--- config.mk ---
export PLATFORM = sky130hd
export DESIGN_NAME = itrx_amba3_axi_slv_wr
export DESIGN_NICKNAME = d
export VERILOG_FILES = /design/src/rtl/itrx_amba3_axi_slv_wr.sv
export SDC_FILE = /design/constraint.sdc
export NUM_CORES = 1
export LEC_CHECK = 0
export ABC_AREA = 0
export BUFFER_PORTS_ARGS = -buffer_cell sky130_fd_sc_hd__buf_2
export CAP_MARGIN = 20
export CORE_ASPECT_RATIO = 1.2
export CORE_MARGIN = 2
export CORE_UTILIZATION = 45
export DETAILED_ROUTE_END_ITERATION = 10
export PLACE_DENSITY = 0.72
export SYNTH_ARGS = -nofsm -noshare
export SYNTH_HDL_FRONTEND = slang
export SYNTH_SLANG_ARGS = --single-unit
--- constraint.sdc ---
create_clock -name clk -period 5 [get_ports clk]
set_clock_uncertainty 0.2 [all_clocks]
set_input_delay 0.75 -clock clk [delete_from_list [all_inputs] [get_ports clk]]
set_output_delay 0.75 -clock clk [all_outputs]
set_load 0.03 [all_outputs]
--- src/rtl/itrx_amba3_axi_slv_wr.sv ---
// AXI3 write-channel slave front end: accepts one AW burst at a time, streams
// W beats to a simple memory port with per-beat address generation, and returns
// a single B response (OKAY or SLVERR) per burst.
module itrx_amba3_axi_slv_wr #(
   parameter int DATA_W = 32
) (
   input  logic                  clk,
   input  logic                  rst_n,
   // write address channel
   input  logic                  awvalid,
   output logic                  awready,
   input  logic [31:0]           awaddr,
   input  logic [3:0]            awid,
   input  logic [3:0]            awlen,
   input  logic [2:0]            awsize,
   input  logic [1:0]            awburst,
   input  logic [1:0]            awlock,
   input  logic [3:0]            awcache,
   input  logic [2:0]            awprot,
   // write data channel
   input  logic                  wvalid,
   output logic                  wready,
   input  logic [DATA_W-1:0]     wdata,
   input  logic [DATA_W/8-1:0]   wstrb,
   input  logic                  wlast,
   input  logic [3:0]            wid,
   // write response channel
   output logic                  bvalid,
   input  logic                  bready,
   output logic [3:0]            bid,
   output logic [1:0]            bresp,
   // memory side
   output logic                  mem_we,
   output logic [31:0]           mem_addr,
   output logic [DATA_W-1:0]     mem_wdata,
   output logic [DATA_W/8-1:0]   mem_be,
   input  logic                  mem_err
);

   localparam int         STRB_W     = DATA_W / 8;
   localparam logic [2:0] SIZE_MAX   = 3'($clog2(STRB_W));
   localparam logic [1:0] BURST_FIXED = 2'b00;
   localparam logic [1:0] BURST_WRAP  = 2'b10;
   localparam logic [1:0] BURST_RSVD  = 2'b11;
   localparam logic [1:0] RESP_OKAY   = 2'b00;
   localparam logic [1:0] RESP_SLVERR = 2'b10;

   typedef enum logic [1:0] {IDLE, DATA, RESP, ERRDRAIN} state_t;

   state_t      state;
   logic [3:0]  id_q;
   logic [3:0]  len_q;
   logic [3:0]  beat_q;
   logic [31:0] addr_q;
   logic [2:0]  size_q;
   logic [1:0]  burst_q;
   logic        err_q;

   logic [31:0] step;
   logic [31:0] aligned;
   logic [31:0] incr_addr;
   logic [31:0] wrap_mask;
   logic [31:0] next_addr;
   logic        aw_illegal;
   logic        beat_done;
   logic        beat_err;
   logic        last_beat;

   // Lock, cache and protection attributes do not affect this slave (no exclusive monitor).
   logic unused_attrs;
   assign unused_attrs = ^{awlock, awcache, awprot};

   // Address of the following beat; the first beat keeps awaddr as given, later beats are size-aligned.
   always_comb begin
      step      = 32'd1 << size_q;
      aligned   = addr_q & ~(step - 32'd1);
      incr_addr = aligned + step;
      wrap_mask = (({28'd0, len_q} + 32'd1) << size_q) - 32'd1;
      next_addr = incr_addr;
      case (burst_q)
         BURST_FIXED: next_addr = addr_q;
         BURST_WRAP:  next_addr = (addr_q & ~wrap_mask) | (incr_addr & wrap_mask);
         default:     next_addr = incr_addr;
      endcase
   end

   // Burst legality and per-beat error detection.
   always_comb begin
      aw_illegal = (awsize > SIZE_MAX) || (awburst == BURST_RSVD) ||
                   ((awburst == BURST_WRAP) &&
                    !((awlen == 4'd1) || (awlen == 4'd3) || (awlen == 4'd7) || (awlen == 4'd15)));
      beat_done  = wvalid && wready;
      last_beat  = wlast || (beat_q == len_q);
      beat_err   = (mem_we && mem_err) || (wlast != (beat_q == len_q)) || (wid != id_q);
   end

   assign mem_we    = (state == DATA) && wvalid;
   assign mem_addr  = addr_q;
   assign mem_wdata = (state == DATA) ? wdata : '0;
   assign mem_be    = (state == DATA) ? wstrb : '0;

   // Burst controller: state, latched AW fields and registered handshake/response outputs.
   always_ff @(posedge clk or negedge rst_n) begin
      if (!rst_n) begin
         state   <= IDLE;
         awready <= 1'b1;
         wready  <= 1'b0;
         bvalid  <= 1'b0;
         bid     <= 4'd0;
         bresp   <= RESP_OKAY;
         id_q    <= 4'd0;
         len_q   <= 4'd0;
         beat_q  <= 4'd0;
         addr_q  <= 32'd0;
         size_q  <= 3'd0;
         burst_q <= 2'b00;
         err_q   <= 1'b0;
      end else begin
         case (state)
            IDLE: begin
               if (awvalid) begin
                  id_q    <= awid;
                  addr_q  <= awaddr;
                  len_q   <= awlen;
                  size_q  <= awsize;
                  burst_q <= awburst;
                  beat_q  <= 4'd0;
                  err_q   <= aw_illegal;
                  awready <= 1'b0;
                  wready  <= 1'b1;
                  state   <= aw_illegal ? ERRDRAIN : DATA;
               end
            end
            DATA, ERRDRAIN: begin
               if (beat_done) begin
                  if (last_beat) begin
                     state  <= RESP;
                     wready <= 1'b0;
                     bvalid <= 1'b1;
                     bid    <= id_q;
                     bresp  <= (err_q || beat_err) ? RESP_SLVERR : RESP_OKAY;
                  end else begin
                     beat_q <= beat_q + 4'd1;
                     addr_q <= next_addr;
                     err_q  <= err_q || beat_err;
                  end
               end
            end
            RESP: begin
               if (bready) begin
                  state   <= IDLE;
                  bvalid  <= 1'b0;
                  awready <= 1'b1;
               end
            end
            default: state <= IDLE;
         endcase
      end
   end

endmodule

==> impl_metrics.toml, run 1 <==
[status]
run_status = "finished clean"

[sta]
hold_viol = 0
fin_crit_ns = 4.20
tightest_slew_ns = 0.965
rsz0062_at_grt = "false"
maxSlewViolCount = 0
post-route-period-util = 0.839
slew_headroom = 0.356
setup_tns_ns = 0
setup_ws_ns = 0.804
setup_violations = 0
max_freq_mhz = 238

[placed_design]
gp_congestion = 0.957
dpl_cell_area_um2 = 6060
dp_hpwl_um = 12800
dp_slack_ns = 0.851
port_buffers = 168
place_inst = 945

[route]
drt_wl_total_um = 17200
vias_per_cell = 5.92
met1_length_um = 7380
drt_iter0_drc = 375
dr_total_vias = 5686
wire_per_inst_um = 17.9
drc = 0
met2_length_um = 8210
top_layer_used = "met4"
wl_met3_um = 1070
drtPass1Iterations = 5
antenna_left = 0

[cts]
cts_tree = "done"
clk_latency_ns = 0.33
ctsRootBufferMaster = "clkbuf_16"
cts_max_level = 3
clockBufferDepth = 2
post_cts_buffers = 0
ctsHoldBuffers = 0
cts_resized = 0
cts_made_buffers = 9
clock_sinks = 60
clkTransAtPathRegs_ns = 0.06

[global_routing]
grt_antenna_before_repair = 0
grt_max_degree = 47
grt_first_pass_wirelength_um = 27000
groute.usage.overall = 0.277
overflow = 0
grt_pass1_vias = 5357

[synthesis]
synthesis.area_um2 = 5140
ys_async_sr_fraction = 1.00
ys_ff_latch = 60
ys_warn_count = 0
syn_nets = 765
yosysSeqAreaShare = 0.293
netlist_instances = 654
synth_ff_type = "dfrtp_1"
syn_area_per_cell_um2 = 7.85
ys_types = 80
synth-edff-count = 0

[floorplan]
fp.dieW_um = 102
core_area_um2 = 11100
ios = 179
rows = 42
initial_core_util = 0.463
fp.dieH_um = 121
dieArea_um2 = 12300

[final_layout]
utilization = 0.574
layout.nets = 913
final_area_um2 = 6360
areaGrowthSynthToFinish_pct = 23.8
instances_no_fill = 961
antennaDiodeCount = 0
drive_gt1_frac = 0.286

[power]
ir_worst_vdd_uv = 343
power.leakage_uw = 0.00309
power.density_nw_per_um2 = 729

[worst_setup_path]
r2r_cells = 12
startpoint_type = "register"
crit_top_cell = "inv_1"
critPathKind = "reg2reg"
cp_max_fo = 20
arrival_ns = 4.20
slowest_delay_ns = 0.61
cp_cell_sequence = "nor3b_1, inv_1, ha_1, inv_1, o21ai_0, or4_4, a221oi_2, o21ai_1, buf_4, nor2_1, mux2i_1, a21oi_1"
critPathTopFamily = "simple AND/OR/NAND/NOR gates"
rr_startpoint = "size_q[2]$_DFFE_PN0P_"
endpoint_kind = "register"
rrSetupSlack_ns = 0.80
crit_buf_inv = 3
cp.depth = 12
crit_slowest_cell = "nor3b_1"
required_ns = 5.00

[min_path]
hold_class = "in2async"

[flow_run]
cap_violations = 0
## power breakdown
| part | switching [uW] | internal (uW) | total [uW] |
|---|---|---|---|
| sequential | 355 | 697 | 1050 |
| combinational | 1910 | 1040 | 2950 |
| clock | 249 | 389 | 638 |
| total | 2510 | 2130 | 4640 |
## kinds of logic after synthesis
logic type | synth area share
AO/OA/AOI/OAI | 0.248
buffers and inverters | 0.0611
flip-flops | 0.293
AND/OR/NAND/NOR | 0.290
other | 0.000730
XOR/XNOR | 0.0563
multiplexers | 0.0275
adder cells (fa/ha/maj) | 0.0244
## synthesized netlist by cell type, drive strengths merged, types with 11 or more instances
cell type	count	share of area
nand4	11	0.013
and3	53	0.065
buf	17	0.022
o21ai	29	0.028
nor3	18	0.020
dfrtp	59	0.29
clkbuf	29	0.021
a21oi	47	0.046
nand2	79	0.058
xnor2	23	0.039
inv	24	0.018
nor2	52	0.038
nand3	17	0.017
## cell usage in the layout, fill, tap and decap left out, types with 22 or more instances in the layout
cell	count
buf_2	168
nand2_1	79
dfrtp_1	59
and3_1	53
nor2_1	52
a21oi_1	47
o21ai_0	28
xnor2_1	23
inv_1	22
## per-layer routing
| metal | track usage | vias up |
|---|---|---|
| li1 | - | 2702 |
| met5 | 0 | - |
| met2 | 0.442 | 255 |
| met4 | 0.126 | 0 |
| met3 | 0.0369 | 42 |
| met1 | 0.368 | 2687 |
## through the flow
stage,hold WS (ns),power (uW)
after floorplan,0.254,3170
after global placement,0.269,3900
after detailed placement,0.275,3960
after CTS,0.141,4620
after global routing,0.156,4990
final,0.137,4640
## layout make-up
class | instances | area [um2]
Fill cell | 1058 | 4730
Multi-Input combinational cell | 524 | 3320
Sequential cell | 60 | 1500
Timing Repair Buffer | 183 | 953
Clock buffer | 9 | 225
Tap cell | 154 | 193
Inverter | 24 | 92.6
Clock inverter | 7 | 75.1
## worst max-delay path by stage
stage,from,slack (ns),end
3_3_place_gp,size_q[2]$_DFFE_PN0P_,0.89,register
2_1_floorplan,size_q[1]$_DFFE_PN0P_,1.55,register
6_report,size_q[2]$_DFFE_PN0P_,0.80,register
3_5_place_dp,size_q[2]$_DFFE_PN0P_,0.85,register
4_1_cts,size_q[2]$_DFFE_PN0P_,0.83,register
5_1_grt,size_q[2]$_DFFE_PN0P_,0.46,register
No activity file was read; power rests on OpenSTA's default activity.
==> run 2: changes to the inputs <==
Settings changed: PLACE_DENSITY 0.72 to 0.75.
Clock period 5 ns to 3.8 ns, I/O delays scaled along.
==> run 2 against run 1 <==
Against the previous run: highest routed layer unchanged; critical path depth increased by 4; largest cell class unchanged; global-route usage decreased by 0.40 points; largest power group unchanged; routed wire length decreased by 0.27%; register-to-register slack got worse by 0.63 ns; flip-flop and latch count unchanged; sequential share of layout area decreased by 0.69 points.
==> impl_metrics.toml, run 2 (synthesis results as in run 1) <==
[route]
antenna_left = 0
wire_per_inst_um = 17.5
dr_total_vias = 5752
drc = 0
drtPass1Iterations = 6
drt_wl_total_um = 17200
vias_per_cell = 5.86
drt_iter0_drc = 369

[floorplan]
ios = 179
fp.dieW_um = 102
fp.dieH_um = 121
rows = 42
core_area_um2 = 11100
initial_core_util = 0.463
dieArea_um2 = 12300

[min_path]
hold_class = "in2reg"

[power]
p_sw_frac = 0.533
p_int_uw = 2920
power.leakage_uw = 0.00320
ir_worst_vdd_uv = 424
power_frac_seq = 0.207
p_total_uw = 6250
power.density_nw_per_um2 = 953
pwr-share-clk = 0.135
p_comb_frac = 0.658
p_switching_uw = 3330

[global_routing]
overflow = 0
grt_pass1_vias = 5386
grt_first_pass_wirelength_um = 26600
grt_max_degree = 46
grt_antenna_before_repair = 0
groute.usage.overall = 0.272

[worst_setup_path]
cp_max_fo = 7
startpoint_type = "register"
required_ns = 3.86
arrival_ns = 3.69
endpoint_kind = "register"
critPathKind = "reg2reg"

[sta]
hold_viol = 0
slew_headroom = 0.433
tightest_slew_ns = 0.849
post-route-period-util = 0.955
maxSlewViolCount = 0
max_freq_mhz = 275
setup_violations = 0
fin_crit_ns = 3.63

[final_layout]
antennaDiodeCount = 0
final_area_um2 = 6550
drive_gt1_frac = 0.306
areaGrowthSynthToFinish_pct = 27.6
layout.nets = 934
final_cell_mix = "168 x buf_2, 79 x nand2_1, 59 x dfrtp_1, 53 x and3_1, 52 x nor2_1"
layout.cells.most_common = "buf_2"
n_fill_cell = 1072

[placed_design]
dp_hpwl_um = 13000
dpl_cell_area_um2 = 6200
port_buffers = 168
gp_congestion = 1.02

[cts]
clkTransAtPathRegs_ns = 0.06
ctsRootBufferMaster = "clkbuf_16"
cts_made_buffers = 9
clk_latency_ns = 0.34
clock_sinks = 60
cts_tree = "done"
clockBufferDepth = 2
cts_max_level = 3

[flow_run]
cap_violations = 0

[status]
run_status = "finished clean"
## run 2: cell count changes in the layout (fill, tap and decap cells not counted)
cell           before  now
buf_4              15   34
o31ai_1             9    8
buf_12              0    1
nor3b_2             0    1
nor3b_1             2    1
inv_6               2    1
o31ai_4             0    1
dlygate4sd3_1       0    1
clkinv_4            2    3
## run 2: power groups by stage
stage               logic, uW  registers (uW)  clock network (uW)
floorplan                2640            1540                   0
global placement         3960            1280                   0
detailed placement       4030            1290                   0
CTS                      4050            1280                 851
global route             4470            1340                 879
finish                   4110            1290                 843
## run 2: routing by layer
layer  vias to the layer above  routed length [um]  track usage
li1                       2743                   -            -
met1                      2697                7240        0.358
met2                       266                8200        0.432
met3                        46                1110       0.0409
met4                         0                 631        0.136
met5                         -                   0            0
## run 2: worst max-delay path: stages (launching register included)
cell	delay, ns
dfrtp_1	0.40
inv_2	0.09
nor3_1	0.34
inv_1	0.12
ha_1	0.29
and2_1	0.14
ha_1	0.28
buf_4	0.15
nand2_1	0.06
nor3_1	0.05
a31oi_1	0.28
o31ai_4	0.17
buf_4	0.20
and3_1	0.26
and3_1	0.22
xor2_1	0.15
a21oi_1	0.15
## run 2: cell type report
cell class                      count  area [um2]  share of cell area
Timing Repair Buffer              204        1130               0.172
Sequential cell                    60        1500               0.229
Clock buffer                        9         225              0.0344
Clock inverter                      7        75.1              0.0115
Tap cell                          154         193              0.0294
Multi-Input combinational cell    524        3340               0.509
Inverter                           24        92.6              0.0141
## run 2: metrics by stage
stage	setup slack (ns)	std cells	hold slack (ns)	utilization	setup TNS, ns
after detailed placement	0.0681	964	0.277	0.559	0
final	0.170	982	0.227	0.591	0
after floorplan	0.346	654	0.0744	-	0
after CTS	0.0527	980	0.227	0.587	0
after global placement	0.136	964	0.282	0.559	0
after global routing	-0.00132	982	0.243	0.591	-0.00132
## run 2: final timing paths
| check | startpoint | endpoint | slack (ns) | depth (start not counted) |
|---|---|---|---|---|
| max in group asynchronous | rst_n | len_q[0]$_DFFE_PN0P_ | 2.11 | 4 |
| min | awid[1] | id_q[1]$_DFFE_PN0P_ | 0.23 | 3 |
| min in group asynchronous | rst_n | async pin | 0.48 | 2 |
| max | size_q[1]$_DFFE_PN0P_ | register | 0.17 | 16 |
| max reg2reg | size_q[1]$_DFFE_PN0P_ | register | 0.17 | 16 |
| min reg2reg | bresp[1]$_DFFE_PN0P_ | bresp[1]$_DFFE_PN0P_ | 0.30 | 2 |
## run 2: timing repair
action                     CTS  global route
hold buffers                 0             1
buffers inserted             0             0
setup endpoints to repair    0            14
hold endpoints to repair     0            13
gates resized for setup      0             3
==> run 3: changes to the inputs <==
Settings changed: MAX_ROUTING_LAYER from default to met4.
==> run 3 against run 2 <==
Against the previous run: worst hold slack got worse by 0.0071 ns; count of clock-buffer cells in the layout unchanged; sequential share of layout area decreased by 0.066 points; via count increased by 0.66%; register-to-register slack about the same; flip-flop and latch count unchanged; first-iteration DRC count increased by 15%; largest cell class unchanged.
==> impl_metrics.toml, run 3 (synthesis results as in run 1) <==
[worst_setup_path]
endpoint_kind = "register"
cp_max_fo = 7
r2r_cells = 13
required_ns = 3.88
crit_top_cell = "buf_4"
arrival_ns = 3.70
startpoint_type = "register"
crit_slowest_cell = "or4_4"
slowest_delay_ns = 0.51
cp_cell_sequence = "nor3b_1, inv_1, ha_1, buf_4, nor2_1, a22oi_1, or4_4, a221oi_2, buf_4, o211ai_1, or2_0, o41ai_2, a221o_1"
rrSetupSlack_ns = 0.17
critPathKind = "reg2reg"
critPathLaunch = "size_q[0]$_DFFE_PN0P_"
rr_startpoint = "size_q[0]$_DFFE_PN0P_"

[cts]
post_cts_buffers = 0
cts_tree = "done"
clockBufferDepth = 2
cts_made_buffers = 9
clock_sinks = 60
ctsRootBufferMaster = "clkbuf_16"
cts_max_level = 3
clkTransAtPathRegs_ns = 0.06
clk_latency_ns = 0.34

[route]
drt_wl_total_um = 17300
drt_iter0_drc = 423
vias_per_cell = 5.90
drc = 0
wire_per_inst_um = 17.6
antenna_left = 0
drtPass1Iterations = 5
dr_total_vias = 5790

[global_routing]
grt_use_met1 = 0.360
use_met2 = 0.445
grt_max_degree = 44
grt.busiest_layer = "met2"
grt_antenna_before_repair = 0
groute.usage.overall = 0.285
grtUsageMet3 = 0.0351
grt_first_pass_wirelength_um = 27100
overflow = 0
grt_pass1_vias = 5460

[final_layout]
layout.nets = 934
layout.cells.most_common = "buf_2"
final_cell_mix = "168 x buf_2, 79 x nand2_1, 59 x dfrtp_1, 53 x and3_1, 52 x nor2_1"
final_area_um2 = 6570
areaGrowthSynthToFinish_pct = 27.9
drive_gt1_frac = 0.304
antennaDiodeCount = 0
instances_no_fill = 982

[sta]
setup_violations = 0
slew_headroom = 0.453
hold_viol = 0
setup_tns_ns = 0
post-route-period-util = 0.954
whs_ns = 0.220
maxSlewViolCount = 0
tightest_slew_ns = 0.819
max_freq_mhz = 276
fin_crit_ns = 3.63
rsz0062_at_grt = "false"

[floorplan]
initial_core_util = 0.463
fp.dieW_um = 102
rows = 42
ios = 179
dieArea_um2 = 12300
fp.dieH_um = 121
core_area_um2 = 11100

[power]
ir_worst_vdd_uv = 448
power.density_nw_per_um2 = 967
power.leakage_uw = 0.00321

[placed_design]
port_buffers = 168
gp_congestion = 0.989
place_inst = 965
dp_hpwl_um = 13300
dpl_cell_area_um2 = 6220

[min_path]
hold_class = "in2reg"

[flow_run]
cap_violations = 0

[status]
run_status = "finished clean"
## run 3: cell count changes in the layout (fill, tap and decap cells not counted)
| cell | delta |
|---|---|
| nor3b_2 | -1 |
| nor4_4 | +1 |
| bufinv_16 | +1 |
| o31ai_2 | +1 |
| clkinv_4 | -2 |
| nor3b_1 | +1 |
| clkinvlp_4 | +1 |
| clkinv_2 | -1 |
| o31ai_4 | -1 |
| nor4_2 | -1 |
| inv_6 | +1 |
## run 3: worst min path at each step
| stage | startpoint | endpoint | slack (ns) | depth (start not counted) |
|---|---|---|---|---|
| floorplan | rst_n | async pin | 0.07 | 0 |
| global placement | bresp[1]$_DFFE_PN0P_ | bresp[1]$_DFFE_PN0P_ | 0.28 | 2 |
| detailed placement | bresp[1]$_DFFE_PN0P_ | bresp[1]$_DFFE_PN0P_ | 0.28 | 2 |
| CTS | awid[2] | id_q[2]$_DFFE_PN0P_ | 0.22 | 3 |
| global route | awid[2] | id_q[2]$_DFFE_PN0P_ | 0.24 | 3 |
| finish | awid[2] | id_q[2]$_DFFE_PN0P_ | 0.22 | 3 |
## run 3: per-stage QoR
step / power, uW / setup slack [ns] / util
6_report: 6350 / 0.173 / 0.593
5_1_grt: 6800 / 0.00455 / 0.593
4_1_cts: 6290 / 0.0558 / 0.591
3_5_place_dp: 5360 / 0.0397 / 0.561
3_3_place_gp: 5260 / 0.143 / 0.559
2_1_floorplan: 4180 / 0.346 / -
## run 3: what timing repair did
item,4_1_cts,5_1_grt
setup endpoints to repair,0,8
resized for setup,0,2
hold buffers,1,0
endpoints found under the hold margin,12,0
## run 3: where the power goes
group | switching [uW] | total [uW] | internal [uW]
logic | 2660 | 4150 | 1490
clock network | 327 | 906 | 578
registers | 376 | 1300 | 919
## run 3: area by class of cell
class	instances	area (um2)
Clock buffer	9	225
Tap cell	154	193
Fill cell	1024	4520
Inverter	24	92.6
Clock inverter	7	98.8
Sequential cell	60	1500
Multi-Input combinational cell	524	3330
Timing Repair Buffer	204	1130
## run 3: worst max-delay path, delay by kind of cell, from the launching register on
kind | cells | cell delay, ns
adder cells (fa/ha/maj) | 1 | 0.29
AO/OA/AOI/OAI | 5 | 0.99
AND/OR/NAND/NOR | 4 | 1.24
flip-flops | 1 | 0.42
buffers and inverters | 3 | 0.42
## run 3: layer usage
| layer | routed length (um) | part of all wire | vias to the layer above |
|---|---|---|---|
| met1 | 7200 | 0.42 | 2721 |
| li1 | - | - | 2739 |
| met2 | 8330 | 0.48 | 271 |
| met3 | 1100 | 0.064 | 59 |
| met4 | 660 | 0.038 | 0 |
| met5 | 0 | 0 | - |
